`config.mk`:
```
export PLATFORM = sky130hd
export DESIGN_NAME = frame_ctrl
export DESIGN_NICKNAME = d
export VERILOG_FILES = /design/src/rtl/frame_ctrl.sv
export SDC_FILE = /design/constraint.sdc
export NUM_CORES = 1
export LEC_CHECK = 0
export BUFFER_PORTS_ARGS = -buffer_cell sky130_fd_sc_hd__buf_2
export CAP_MARGIN = 20
export CORE_MARGIN = 4
export CORE_UTILIZATION = 40
export CTS_BUF_LIST = sky130_fd_sc_hd__clkbuf_16
export CTS_CLUSTER_DIAMETER = 40
export CTS_CLUSTER_SIZE = 10
export DETAILED_ROUTE_END_ITERATION = 7
export PLACE_DENSITY = 0.69
export SLEW_MARGIN = 40
export SYNTH_ARGS = -nofsm -noshare
export SYNTH_HDL_FRONTEND = slang
export SYNTH_SLANG_ARGS = --single-unit
```
`constraint.sdc`:
```
create_clock -name i_clk -period 5 [get_ports i_clk]
set_input_delay 0.75 -clock i_clk [delete_from_list [all_inputs] [get_ports i_clk]]
set_output_delay 0.75 -clock i_clk [all_outputs]
set_load 0.02 [all_outputs]
```
`src/rtl/frame_ctrl.sv`:
```
// frame_ctrl: pulls SOF-delimited request frames from an RX FIFO, drives an external ALU and
// answers with SOF/result/status. Define FRAME_CTRL_CHECKSUM_EN for 5-byte frames with an XOR checksum.
module frame_ctrl #(
    parameter int                 NB_DATA       = 8,
    parameter int                 NB_OPCODE     = 6,
    parameter logic [NB_DATA-1:0] SOF_BYTE      = 8'hA5,
    parameter int                 NB_TIMEOUT    = 20,
    parameter int                 TIMEOUT_LIMIT = 1000000
) (
    input  logic                 i_clk,
    input  logic                 i_reset,
    input  logic [NB_DATA-1:0]   i_data_to_read,
    input  logic                 i_fifo_rx_empty,
    input  logic                 i_fifo_tx_full,
    input  logic [NB_DATA-1:0]   i_alu_result,
    output logic                 o_fifo_rx_read,
    output logic                 o_fifo_tx_write,
    output logic [NB_DATA-1:0]   o_data_to_write,
    output logic [NB_OPCODE-1:0] o_alu_opcode,
    output logic [NB_DATA-1:0]   o_alu_op_A,
    output logic [NB_DATA-1:0]   o_alu_op_B,
    output logic                 o_busy,
    output logic [7:0]           o_err_count
);

    typedef enum logic [3:0] {
        IDLE, GET_OP, GET_A, GET_B, GET_CHK, EXEC, SEND_SOF, SEND_RES, SEND_STAT
    } state_t;

    localparam logic [NB_DATA-1:0]    ST_OK    = NB_DATA'(0);
    localparam logic [NB_DATA-1:0]    ST_CHK   = NB_DATA'(1);
    localparam logic [NB_DATA-1:0]    ST_OPC   = NB_DATA'(2);
    localparam logic [NB_DATA-1:0]    ST_TMO   = NB_DATA'(3);
    localparam logic [NB_TIMEOUT-1:0] TMO_LAST = NB_TIMEOUT'(TIMEOUT_LIMIT - 1);

    state_t                state_q, state_d;
    logic [NB_DATA-1:0]    op_byte_q, op_byte_d;
    logic [NB_DATA-1:0]    a_q, a_d;
`ifdef FRAME_CTRL_CHECKSUM_EN
    logic [NB_DATA-1:0]    b_q, b_d;
    logic [NB_DATA-1:0]    chk_q, chk_d;
    logic                  chk_bad;
`endif
    logic [NB_DATA-1:0]    status_q, status_d;
    logic [NB_DATA-1:0]    result_q, result_d;
    logic [NB_TIMEOUT-1:0] tmo_q, tmo_d;
    logic [7:0]            err_q, err_d;
    logic                  run_q, run_d;
    logic [NB_OPCODE-1:0]  alu_opcode_q, alu_opcode_d;
    logic [NB_DATA-1:0]    alu_a_q, alu_a_d;
    logic [NB_DATA-1:0]    alu_b_q, alu_b_d;

    logic                  rx_avail;
    logic                  opc_bad;
    logic                  rx_pop;
    logic                  tx_push;
    logic [NB_DATA-1:0]    tx_data;

    // run_q clears with reset so no RX pop can be issued while reset is held
    assign rx_avail = run_q & ~i_fifo_rx_empty;
    assign opc_bad  = (op_byte_q >> NB_OPCODE) != '0;
`ifdef FRAME_CTRL_CHECKSUM_EN
    assign chk_bad  = (op_byte_q ^ a_q ^ b_q) != chk_q;
`endif

    always_comb begin
        state_d      = state_q;
        op_byte_d    = op_byte_q;
        a_d          = a_q;
`ifdef FRAME_CTRL_CHECKSUM_EN
        b_d          = b_q;
        chk_d        = chk_q;
`endif
        status_d     = status_q;
        result_d     = result_q;
        tmo_d        = tmo_q;
        err_d        = err_q;
        run_d        = 1'b1;
        alu_opcode_d = alu_opcode_q;
        alu_a_d      = alu_a_q;
        alu_b_d      = alu_b_q;
        rx_pop       = 1'b0;
        tx_push      = 1'b0;
        tx_data      = '0;

        case (state_q)
            IDLE: begin
                if (rx_avail) begin
                    rx_pop = 1'b1;
                    if (i_data_to_read == SOF_BYTE) state_d = GET_OP;
                end
            end
            GET_OP: begin
                if (rx_avail) begin
                    rx_pop    = 1'b1;
                    op_byte_d = i_data_to_read;
                    state_d   = GET_A;
                end
            end
            GET_A: begin
                if (rx_avail) begin
                    rx_pop  = 1'b1;
                    a_d     = i_data_to_read;
                    state_d = GET_B;
                end
            end
            GET_B: begin
                if (rx_avail) begin
                    rx_pop = 1'b1;
`ifdef FRAME_CTRL_CHECKSUM_EN
                    b_d     = i_data_to_read;
                    state_d = GET_CHK;
`else
                    alu_opcode_d = op_byte_q[NB_OPCODE-1:0];
                    alu_a_d      = a_q;
                    alu_b_d      = i_data_to_read;
                    state_d      = EXEC;
`endif
                end
            end
            GET_CHK: begin
`ifdef FRAME_CTRL_CHECKSUM_EN
                if (rx_avail) begin
                    rx_pop       = 1'b1;
                    chk_d        = i_data_to_read;
                    alu_opcode_d = op_byte_q[NB_OPCODE-1:0];
                    alu_a_d      = a_q;
                    alu_b_d      = b_q;
                    state_d      = EXEC;
                end
`else
                state_d = IDLE;
`endif
            end
            EXEC: begin
                // operands were loaded on entry, so i_alu_result has settled by the end of this cycle
`ifdef FRAME_CTRL_CHECKSUM_EN
                if (chk_bad)      status_d = ST_CHK;
                else if (opc_bad) status_d = ST_OPC;
                else              status_d = ST_OK;
`else
                status_d = opc_bad ? ST_OPC : ST_OK;
`endif
                result_d = (status_d == ST_OK) ? i_alu_result : '0;
                state_d  = SEND_SOF;
            end
            SEND_SOF: begin
                tx_data = SOF_BYTE;
                if (!i_fifo_tx_full) begin
                    tx_push = 1'b1;
                    state_d = SEND_RES;
                end
            end
            SEND_RES: begin
                tx_data = result_q;
                if (!i_fifo_tx_full) begin
                    tx_push = 1'b1;
                    state_d = SEND_STAT;
                end
            end
            SEND_STAT: begin
                tx_data = status_q;
                if (!i_fifo_tx_full) begin
                    tx_push = 1'b1;
                    state_d = IDLE;
                    if (status_q != ST_OK && err_q != 8'hFF) err_d = err_q + 8'd1;
                end
            end
            default: state_d = IDLE;
        endcase

        // inter-byte watchdog: only runs while a frame is partially received
        if (state_q inside {GET_OP, GET_A, GET_B, GET_CHK}) begin
            if (rx_avail) begin
                tmo_d = '0;
            end else if (tmo_q == TMO_LAST) begin
                tmo_d    = '0;
                status_d = ST_TMO;
                result_d = '0;
                state_d  = SEND_SOF;
            end else begin
                tmo_d = tmo_q + NB_TIMEOUT'(1);
            end
        end else begin
            tmo_d = '0;
        end
    end

    always_ff @(posedge i_clk or negedge i_reset) begin
        if (!i_reset) begin
            state_q      <= IDLE;
            op_byte_q    <= '0;
            a_q          <= '0;
`ifdef FRAME_CTRL_CHECKSUM_EN
            b_q          <= '0;
            chk_q        <= '0;
`endif
            status_q     <= '0;
            result_q     <= '0;
            tmo_q        <= '0;
            err_q        <= '0;
            run_q        <= 1'b0;
            alu_opcode_q <= '0;
            alu_a_q      <= '0;
            alu_b_q      <= '0;
        end else begin
            state_q      <= state_d;
            op_byte_q    <= op_byte_d;
            a_q          <= a_d;
`ifdef FRAME_CTRL_CHECKSUM_EN
            b_q          <= b_d;
            chk_q        <= chk_d;
`endif
            status_q     <= status_d;
            result_q     <= result_d;
            tmo_q        <= tmo_d;
            err_q        <= err_d;
            run_q        <= run_d;
            alu_opcode_q <= alu_opcode_d;
            alu_a_q      <= alu_a_d;
            alu_b_q      <= alu_b_d;
        end
    end

    assign o_fifo_rx_read  = rx_pop;
    assign o_fifo_tx_write = tx_push;
    assign o_data_to_write = tx_data;
    assign o_alu_opcode    = alu_opcode_q;
    assign o_alu_op_A      = alu_a_q;
    assign o_alu_op_B      = alu_b_q;
    assign o_busy          = (state_q != IDLE);
    assign o_err_count     = err_q;

endmodule

```
======== Word-level counts from Yosys, hierarchy flattened ========
Cells that the tools add are included.
storage, ports and cells
  register bits after elaboration ......... 87
  input bits .............................. 20
  output and inout bits ................... 41
  word-level logic and storage cells ...... 70
operators by class
  $add $sub $neg .......................... 2
  equal/unequal tests ..................... 11
  muxes and demuxes ....................... 30
  bitwise logic cells ..................... 3
  reductions and logical operators ........ 13
operators by type and width
  cell                   number
  $mux 8                 9
  $mux 20                3
  $mux 4                 11
  $pmux 4 s8             1
  $pmux 8 s3             1
  $add 20x1->20 const B  1
  $eq 20x20->1 const B   1
  $eq 4x3->1 const B     4
  $reduce_bool 8->1      2
  $add 8x1->8 const B    1
  $eq 4x2->1 const B     2
  $eq 8x8->1 const B     1
  $logic_not 8->1        1
  $ne 8x8->1 const B     1
  $reduce_bool 4->1      2
  $reduce_and 2->1       3
  $eq 4x1->1 const B     1
  $eq 4x4->1 const B     1
  $logic_not 4->1        1
  $mux 1                 4
  $reduce_or 4->1        1
  $reduce_and 3->1       1
  $reduce_or 3->1        1
  $mux 2                 1
  other kinds (3)        4

======== Depth between registers and ports, before layout ========
Gate-level depths: netlist of the first run.
  word-level depth ........................ 8
  mapped depth ............................ 7
  mapped depth without buffers ............ 5

======== Least setup slack after synthesis of the first run ========
Ideal clock, no wire load.
  path type ............................... register -> output
  from .................................... reg state_q[0]
  to ...................................... out o_data_to_write[1]
  data arrival time ....................... 1.540 ns
  required time ........................... 4.250 ns
  slack ................................... 2.710 ns
  cell stages (with the launch flop) ...... 5
  path buffers ............................ 2
  cells stage by stage .................... dfrtp_1 > buf_2 > clkbuf_1 > nor4_2 > a22o_1
on the way
  longest elaborated chain between the ends .. 2
  elaborated cells between the ends (all ways) .. 4
  those cells by class .................... eq/ne (3); mux (1)
RTL lines
  item                                             line  source
  start, declared                                  36    state_t state_q, state_d;
  start signal, assigned                           207   state_q <= state_d;
  $eq 4x4->1 / $eq 4x3->1 (equally long branches)  86    case (state_q)
  $pmux 8 s3 *                                     86
  end, declared                                    18    output logic [NB_DATA-1:0] o_data_to_write,
Every way passes the cells marked *; elsewhere a longest branch is shown, timed or not.

======== Worst setup path in the final report of the first run ========
  from .................................... reg state_q[3]
  to ...................................... out o_data_to_write[1]
The elaborated chain is that of the path after synthesis.

==> summary.md, run 1 <==
| Metric | Value |
|---|---|
| Clk slew on worst S/H paths | 0.06 ns |
| TNS Setup | 0 ns |
| GRT busiest layer | met2 |
| Buffers added on ports | 60 |
| H-tree Lvls | 3 |
| Worst Skew | 0.006554 ns |
| Avg Inst Size Synth | 11.59 µm² |
| DR DRC count | 0 |
| Fin crit share | 53.76% |
| Setup crit end kind | output port |
| FF-to-FF setup slack | 2.82 ns |
| Top_reg_cell synth | dfrtp_1 |
| Pre-Repair DR Iteration Count | 4 |
| Hold Slack | 0.4458 ns |
| IR drop worst, VDD | 359.5 µV |
| Die area | 11470 µm² |
| Min cycle time layout | 2.688 ns |
| M1 GR Usage | 18.77% |
| Tot GR Track Use | 14.43% |
| I/O Pins | 61 |
| N_diodes | 0 |
| MaxCap Viol Count | 0 |
| Share of layout cells above drive strength 1 | 31.00% |
| Number of antenna-violating nets in the routed design | 0 |
| Pins Over Slew Limit | 0 |
| Leakage | 2.113 nW |
| Wirelength per Cell | 15.05 µm |
| Slew headroom | 52.91% |
| Chip Width | 107.1 µm |
| Area Overhead vs Synth | 18.18% |
| Initial core utilization | 41.73% |
| CTS Buf Count | 9 |
| Post-CTS Setup Repair Bufs | 0 |
| Fmax | 0.3720 GHz |
| # rows | 35 |
| Post-synthesis instance total | 339 |
| Post-DP HPWL | 5.434 mm |
| Synth Net Count | 361 |
| Chip height | 107.1 µm |
| Utilization after layout | 49.32% |
| Post-synth EDFFs | 0 |
| Vias after detailed routing | 2769 |
| Synth cell types | 50 |
| Drt total wl | 7.963 mm |
| Yosys reg bits | 87 |
| Power Density | 526.7 nW/µm² |
| CTS Root Cell | clkbuf_16 |
| CTS tree | yes |
| Initial antenna violation count | 0 |
| Worst-Skew Late Latency | 0.33 ns |
| Maximum clock path buffer count | 2 |
| Global Route met3 Usage | 3.191% |
| Post-CTS Hold Buffers | 0 |
| RSZ-0062 raised after global routing | false |
| CP arrival | 1.94 ns |
| CORE AREA | 9415 µm² |
| CTS Sinks | 87 |
| Post-Synthesis Cell Area | 3929 µm² |
| Grt total ovfl | 0 |
| Final Cell Area | 4643 µm² |
| Largest net degree at the start of global routing | 88 |
| CP Launch Type | register |
| Worst Path Required | 4.25 ns |
| 1st-iter DRT viols | 133 |
| DR vias/cell | 5.234 |
| First-pass GRT wire length | 13.25 mm |
| Warnings from Yosys | 0 |
| WS Path Type | reg -> out |
| Worst slew pin tran | 0.7063 ns |
| Worst slack, placed | 2.435 ns |
| Final hold vios | 0 |
| Vias in the first global route | 2773 |
| Sequential element share of the synthesized area | 55.41% |
| Ys async rst share | 100.0% |
| Post-route setup slack | 2.312 ns |
| Nets | 420 |
| Dpl cell area | 4357 µm² |
| Outcome | finished, final reports clean |
| Met2 Track Usage GR | 22.97% |
| CP Max Fanout | 9 |
| Setup-failing EPs final | 0 |
| Post-CTS resize count | 0 |
| Tightest Hold Check Type | in -> async |
| RD Place Congestion | 0.7736 |
## critical path: stages, from the launching register on
cell	delay (ns)
dfrtp_1	0.53
inv_1	0.16
nor4_4	0.53
a22o_1	0.23
buf_2	0.16
## flip-flops by register name, indices dropped and copies added, names as in the netlist
name	cells
o_err_count	8
run_q	1
result_q	8
tmo_q	20
o_alu_op_B	8
op_byte_q	8
o_alu_op_A	8
a_q	8
o_alu_opcode	6
status_q	8
state_q	4
## final cells by class
cell class / count / area, µm²
Fill cell: 859 / 4772
Sequential cell: 87 / 2177
Inverter: 7 / 26.28
Multi-Input combinational cell: 232 / 1687
Tap cell: 129 / 161.4
Clock buffer: 9 / 225.2
Timing Repair Buffer: 61 / 316.6
Clock inverter: 4 / 50.05
## cell usage after synthesis (5+ instances only)
master	n	area [µm²]
nor3b_1	7	52.55
and3_1	10	62.56
buf_2	5	25.02
xnor2_1	16	140.1
nor2b_1	8	50.05
nand4_1	6	37.54
o21ai_0	10	50.05
clkbuf_1	5	18.77
a21oi_1	16	80.08
nand2_1	20	75.07
mux2_2	40	450.4
nand3_1	24	120.1
nor2_1	18	67.56
dfrtp_1	87	2177
inv_1	6	22.52
## where the power goes
group          switching, mW  internal [mW]  total (mW)
clock                  0.255          0.377       0.632
sequential             0.170          0.919        1.09
combinational          0.398          0.326       0.724
total                  0.823           1.62        2.45
## layout by cell type (no fill, tap or decap), types with 6 or more instances in the layout
master	synthesis	routed
nor2_1	18	18
inv_1	6	6
o21ai_0	10	10
buf_2	5	59
and3_1	10	10
nand2_1	20	20
xnor2_1	16	16
nor3b_1	7	7
clkbuf_16	0	9
nand4_1	6	6
mux2_2	40	40
a21oi_1	16	16
nor2b_1	8	8
nand3_1	24	23
dfrtp_1	87	87
## routing by layer
metal,wire [µm],up-vias,part of all wire (%)
met1,3592,1376,45
met3,341,15,4.3
met2,3846,56,48
met5,0,-,0
met4,184,0,2.3
li1,-,1322,-
## final timing paths
check | startpoint | end | depth (start not counted)
setup / recovery | state_q[3] | o_data_to_write[1] | 4
hold / removal | i_reset | tmo_q[0] | 1
setup reg to reg | state_q[0] | o_err_count[1] | 4
hold reg to reg | o_err_count[7] | o_err_count[7] | 1
max in group asynchronous | i_reset | tmo_q[19] | 1
min in group i_clk | o_err_count[7] | o_err_count[7] | 1
## metrics by stage
step,instances,power (mW)
after floorplan,339,1.591
after detailed placement,516,1.835
after CTS,529,2.475
after global placement,516,1.806
after global routing,529,2.601
final,529,2.446
## logic make-up (layout without fill, tap and decap cells)
kind of cell	count (synthesis)	in the layout	share of synthesized area, %
AOI/OAI and AO/OA	43	43	7.007
adders and majority gates	2	2	0.6368
muxes	43	43	12.36
and+or+nand+nor	125	125	18.31
buffers and inverters	20	81	2.166
other	1	1	0.09545
DFF	87	87	55.41
xor gates and xnor gates	18	18	4.013
No activity file was read; power rests on OpenSTA's default activity.
==> run 2, diff against run 1 <==
--- a/config.mk
+++ b/config.mk
@@ -5,6 +5,7 @@
 export SDC_FILE = /design/constraint.sdc
 export NUM_CORES = 1
 export LEC_CHECK = 0
+export ABC_AREA = 1
 export BUFFER_PORTS_ARGS = -buffer_cell sky130_fd_sc_hd__buf_2
 export CAP_MARGIN = 20
 export CORE_MARGIN = 4
@@ -13,7 +14,7 @@
 export CTS_CLUSTER_DIAMETER = 40
 export CTS_CLUSTER_SIZE = 10
 export DETAILED_ROUTE_END_ITERATION = 7
-export PLACE_DENSITY = 0.69
+export PLACE_DENSITY = 0.68
 export SLEW_MARGIN = 40
 export SYNTH_ARGS = -nofsm -noshare
 export SYNTH_HDL_FRONTEND = slang
==> constraint.sdc (replaced) <==
create_clock -name i_clk -period 2.5 [get_ports i_clk]
set_input_delay 0.375 -clock i_clk [delete_from_list [all_inputs] [get_ports i_clk]]
set_output_delay 0.375 -clock i_clk [all_outputs]
set_load 0.02 [all_outputs]
==> summary.md, run 2 <==
| Metric | Value |
|---|---|
| Number of antenna-violating nets in the routed design | 0 |
| Min cycle time layout | 2.233 ns |
| DR vias/cell | 4.810 |
| Warnings from Yosys | 0 |
| Grt total ovfl | 0 |
| Post-synthesis instance total | 489 |
| CTS tree | yes |
| Synth top cells by count | nand2_1, dfrtp_1, nor2_1, inv_1, nand3_1 |
| Wirelength per Cell | 12.85 µm |
| CTS Buf Count | 9 |
| Leakage | 2.556 nW |
| Post-synth EDFFs | 0 |
| Largest cells by area after synthesis | dfrtp_1, nand2_1, nor2_1, inv_1, mux2_4 |
| CTS Root Cell | clkbuf_16 |
| Chip Width | 110.3 µm |
| Critical-path cell list | nor2_2 -> nand3_1 -> a31oi_1 -> buf_2 |
| DR DRC count | 0 |
| Power Density | 938.7 nW/µm² |
| RD Place Congestion | 0.8446 |
| Tightest Hold Check Type | in -> async |
| CTS Sinks | 87 |
| Worst Path Required | 2.12 ns |
| Synth Net Count | 511 |
| Top_reg_cell synth | dfrtp_1 |
| RSZ-0062 raised after global routing | false |
| Outcome | finished, final reports clean |
| Post-Synthesis Cell Area | 4185 µm² |
| Post-synthesis simple-gate area fraction | 25.86% |
| # rows | 37 |
| Chip height | 110.3 µm |
| Most frequent cells in the layout | nand2_1, dfrtp_1, nor2_1 |
| Vias in the first global route | 3192 |
| Share of layout cells above drive strength 1 | 20.11% |
| MaxCap Viol Count | 0 |
| Synth cell types | 36 |
| Ys async rst share | 100.0% |
| Area Overhead vs Synth | 17.79% |
| Max FFs per register | 20 |
| Buffers added on ports | 60 |
| Fin crit share | 89.33% |
| WS Path Type | reg -> out |
| Pre-Repair DR Iteration Count | 4 |
| First-pass GRT wire length | 15.03 mm |
| Post-CTS Hold Buffers | 0 |
| Initial antenna violation count | 0 |
| Synth Area in Compound Gates | 6.457% |
| Pins Over Slew Limit | 0 |
| Worst slew pin tran | 0.7319 ns |
| Max incr delay on CP | 0.43 ns |
| Maximum clock path buffer count | 2 |
| Vias after detailed routing | 3333 |
| Worst Skew | 0.009827 ns |
| Largest net degree at the start of global routing | 45 |
| Post-synth top area cell | dfrtp_1 |
| Reg2Reg Depth | 5 |
| Tot GR Track Use | 15.87% |
| Highest-delay cell along the critical path | dfrtp_1 |
| Fmax | 0.4478 GHz |
| Setup crit end kind | output port |
| CORE AREA | 10280 µm² |
| Worst-Skew Late Latency | 0.33 ns |
| CP arrival | 1.86 ns |
| Die area | 12160 µm² |
| Mux share of post-synthesis cell area | 4.933% |
| IR drop worst, VDD | 393.5 µV |
| CP Launch Type | register |
| TNS Setup | 0 ns |
| I/O Pins | 61 |
| Most flops, register | tmo_q |
| 1st-iter DRT viols | 189 |
| Sequential element share of the synthesized area | 52.02% |
| Yosys reg bits | 87 |
| Clk slew on worst S/H paths | 0.06 ns |
| Largest family of logic cells by synthesized area | simple AND/OR/NAND/NOR gates |
| Drt total wl | 8.902 mm |
| Critical path origin | state_q[0] |
| N_diodes | 0 |
| CP Max Fanout | 10 |
| Worst R2R Start | state_q[2] |
| Initial core utilization | 40.72% |
| Post-DP HPWL | 6.393 mm |
| Most common cell after layout, fill and taps aside | nand2_1 |
| Yosys top cell area share | 52.02% |
| Avg Inst Size Synth | 8.559 µm² |
| H-tree Lvls | 3 |
| Xor/xnor share of the synthesized area | 2.511% |
| Post-CTS Setup Repair Bufs | 0 |
| Nets | 574 |
| Most common cell in the netlist | nand2_1 |
| Adder-cell share of the synthesized area | 0.5979% |
| Slew headroom | 51.04% |
| Hold Slack | 0.02875 ns |
| Final hold vios | 0 |
| Post-CTS resize count | 0 |
| Setup-failing EPs final | 0 |
-- run 2: cell type report --
| type | instances | area [µm²] |
|---|---|---|
| Tap cell | 136 | 170.2 |
| Inverter | 66 | 247.7 |
| Clock buffer | 9 | 225.2 |
| Timing Repair Buffer | 62 | 330.3 |
| Sequential cell | 87 | 2177 |
| Multi-Input combinational cell | 326 | 1693 |
| Clock inverter | 7 | 86.33 |
| Fill cell | 990 | 5348 |
-- run 2: cell families after synthesis --
kind of cell,Yosys count
xor gates and xnor gates,12
AOI/OAI and AO/OA,48
adders and majority gates,2
muxes,14
DFF,87
buffers and inverters,76
and+or+nand+nor,249
other,1
-- run 2: stage by stage --
stage	cell area (µm²)	std cells	util, %	worst slack (ns)	total power [mW]
after detailed placement	4618	677	44.94	0.6395	3.262
final	4930	693	47.97	0.2668	4.628
after global placement	4618	677	44.94	0.6773	3.208
after floorplan	4185	489	-	0.8110	2.853
after CTS	4930	693	47.97	0.2752	4.678
after global routing	4930	693	47.97	0.1468	4.915
-- run 2: where the power goes --
| part | leakage [nW] | total [mW] | switching [mW] | internal, mW |
|---|---|---|---|---|
| clock | 0.158 | 1.40 | 0.529 | 0.868 |
| sequential | 1.13 | 2.00 | 0.213 | 1.78 |
| combinational | 1.26 | 1.23 | 0.765 | 0.470 |
-- run 2: layer usage --
layer / global-route usage, % / routed length, µm
met5: 0 / 0
met4: 7.124 / 173
met3: 2.679 / 427
met2: 23.96 / 3991
met1: 22.44 / 4310
-- run 2: worst paths after layout --
kind,end,slack (ns)
max,o_fifo_tx_write,0.27
min reg2reg,tmo_q[0],0.47
max in group asynchronous,tmo_q[6],1.83
min in group i_clk,a_q[5],0.35
max reg2reg,o_alu_op_A[3],0.70
min,o_alu_op_A[7],0.03
-- run 2: critical path, delay by kind of cell (launching register included) --
kind | cells | cell delay (ns)
AOI/OAI and AO/OA | 1 | 0.32
DFF | 1 | 0.43
buffers and inverters | 1 | 0.21
and+or+nand+nor | 2 | 0.57
==> run 3, diff against run 2 <==
--- a/config.mk
+++ b/config.mk
@@ -8,7 +8,7 @@
 export ABC_AREA = 1
 export BUFFER_PORTS_ARGS = -buffer_cell sky130_fd_sc_hd__buf_2
 export CAP_MARGIN = 20
-export CORE_MARGIN = 4
+export CORE_MARGIN = 5
 export CORE_UTILIZATION = 40
 export CTS_BUF_LIST = sky130_fd_sc_hd__clkbuf_16
 export CTS_CLUSTER_DIAMETER = 40
==> summary.md, run 3 (same netlist as run 2, synthesis figures left out) <==
| Metric | Value |
|---|---|
| Outcome | finished, final reports clean |
| Initial antenna violation count | 0 |
| Pins Over Slew Limit | 0 |
| Setup-failing EPs final | 0 |
| RD Place Congestion | 0.8592 |
| Number of antenna-violating nets in the routed design | 0 |
| MaxCap Viol Count | 0 |
| CTS Root Cell | clkbuf_16 |
| Fin crit share | 89.48% |
| Most frequent cells in the layout | nand2_1, dfrtp_1, nor2_1 |
| Most common cell after layout, fill and taps aside | nand2_1 |
| Setup crit end kind | output port |
| CTS Buf Count | 9 |
| Post-CTS Setup Repair Bufs | 0 |
| Area Overhead vs Synth | 17.61% |
| DR vias/cell | 4.810 |
| Worst-Skew Late Latency | 0.34 ns |
| WS Path Type | reg -> out |
| Leakage | 2.549 nW |
| Post-CTS Hold Buffers | 0 |
| Post-DP HPWL | 6.477 mm |
| Chip Width | 112.3 µm |
| Power Density | 928.8 nW/µm² |
| I/O Pins | 61 |
| CTS Sinks | 87 |
| Initial core utilization | 40.72% |
| H-tree Lvls | 3 |
| CP Launch Type | register |
| N_diodes | 0 |
| Clk slew on worst S/H paths | 0.07 ns |
| # rows | 37 |
| Min cycle time layout | 2.237 ns |
| Worst slew pin tran | 0.7112 ns |
| CORE AREA | 10280 µm² |
| Fmax | 0.4470 GHz |
| Most flops, register | tmo_q |
| 1st-iter DRT viols | 149 |
| Maximum clock path buffer count | 2 |
| Max FFs per register | 20 |
| Post-CTS resize count | 0 |
| Tightest Hold Check Type | in -> async |
| Largest net degree at the start of global routing | 50 |
| Final hold vios | 0 |
| IR drop worst, VDD | 427.2 µV |
| Drt total wl | 9.002 mm |
| Post-route setup slack | 0.2631 ns |
| CTS tree | yes |
| FILL cells | 996 |
| CP arrival | 1.86 ns |
| Reg2Reg Depth | 5 |
| CP Max Fanout | 10 |
| Reg2Reg Capture Point | o_alu_op_A[6] |
| Die area | 12610 µm² |
| Vias in the first global route | 3193 |
| Wirelength per Cell | 12.99 µm |
| Hold Slack | 0.05869 ns |
| Share of layout cells above drive strength 1 | 20.47% |
| Worst slack, placed | 0.6103 ns |
| Grt total ovfl | 0 |
| Pre-Repair DR Iteration Count | 5 |
| DR DRC count | 0 |
| TNS Setup | 0 ns |
| Slew headroom | 52.42% |
| RSZ-0062 raised after global routing | false |
| Chip height | 112.3 µm |
| Nets | 574 |
| Worst Path Required | 2.12 ns |
| Worst Skew | 0.007911 ns |
| Worst R2R Start | state_q[3] |
| Buffers added on ports | 60 |
| Vias after detailed routing | 3333 |
| FF-to-FF setup slack | 0.71 ns |
| First-pass GRT wire length | 15.28 mm |
| Tot GR Track Use | 14.80% |
[run 3: where the power goes]
part | switching, mW | internal [mW] | leakage (nW)
clock network | 0.560 | 0.786 | 0.151
registers | 0.208 | 1.78 | 1.13
logic | 0.766 | 0.469 | 1.26
[run 3: how the worst max path moves through the flow]
| stage | from | slack [ns] | to | cells past startpoint |
|---|---|---|---|---|
| floorplan | state_q[0] | 0.81 | o_fifo_tx_write | 3 |
| global route | state_q[0] | 0.12 | o_data_to_write[5] | 4 |
| detailed placement | state_q[0] | 0.61 | o_fifo_tx_write | 4 |
| CTS | state_q[0] | 0.25 | o_fifo_tx_write | 4 |
| global placement | state_q[0] | 0.69 | o_fifo_tx_write | 4 |
| finish | state_q[0] | 0.26 | o_data_to_write[5] | 4 |
[run 3: critical path: stages (launching register included)]
cell	delay [ns]
dfrtp_1	0.43
nor2_2	0.23
nand3_1	0.34
o221ai_1	0.31
buf_2	0.22
[run 3: area by class of cell]
cell class / instances / area [µm²] / share of cell area, %
clock buffers: 9 / 225.2 / 4.575
repair buffers: 62 / 330.3 / 6.711
inverters: 66 / 247.7 / 5.033
flip-flops and latches: 87 / 2177 / 44.23
well taps: 136 / 170.2 / 3.457
multi-input cells: 326 / 1693 / 34.39
clock inverters: 7 / 78.83 / 1.601
[run 3: per-stage QoR]
stage	instance area, µm²	power, mW	cells	utilization, %
final	4922	4.572	693	47.89
after global routing	4922	4.847	693	47.89
after CTS	4922	4.621	693	47.89
after detailed placement	4618	3.256	677	44.94
after global placement	4618	3.208	677	44.94
after floorplan	4185	2.853	489	-
[run 3: per-layer routing]
metal  share of wire (%)  wire [µm]  up-vias  track usage, %
li1                    -          -     1675               -
met1                  48       4293     1561           20.71
met2                  45       4014       89           22.17
met3                 6.1        553        8           4.151
met4                 1.6        140        0           5.128
met5                   0          0        -               0
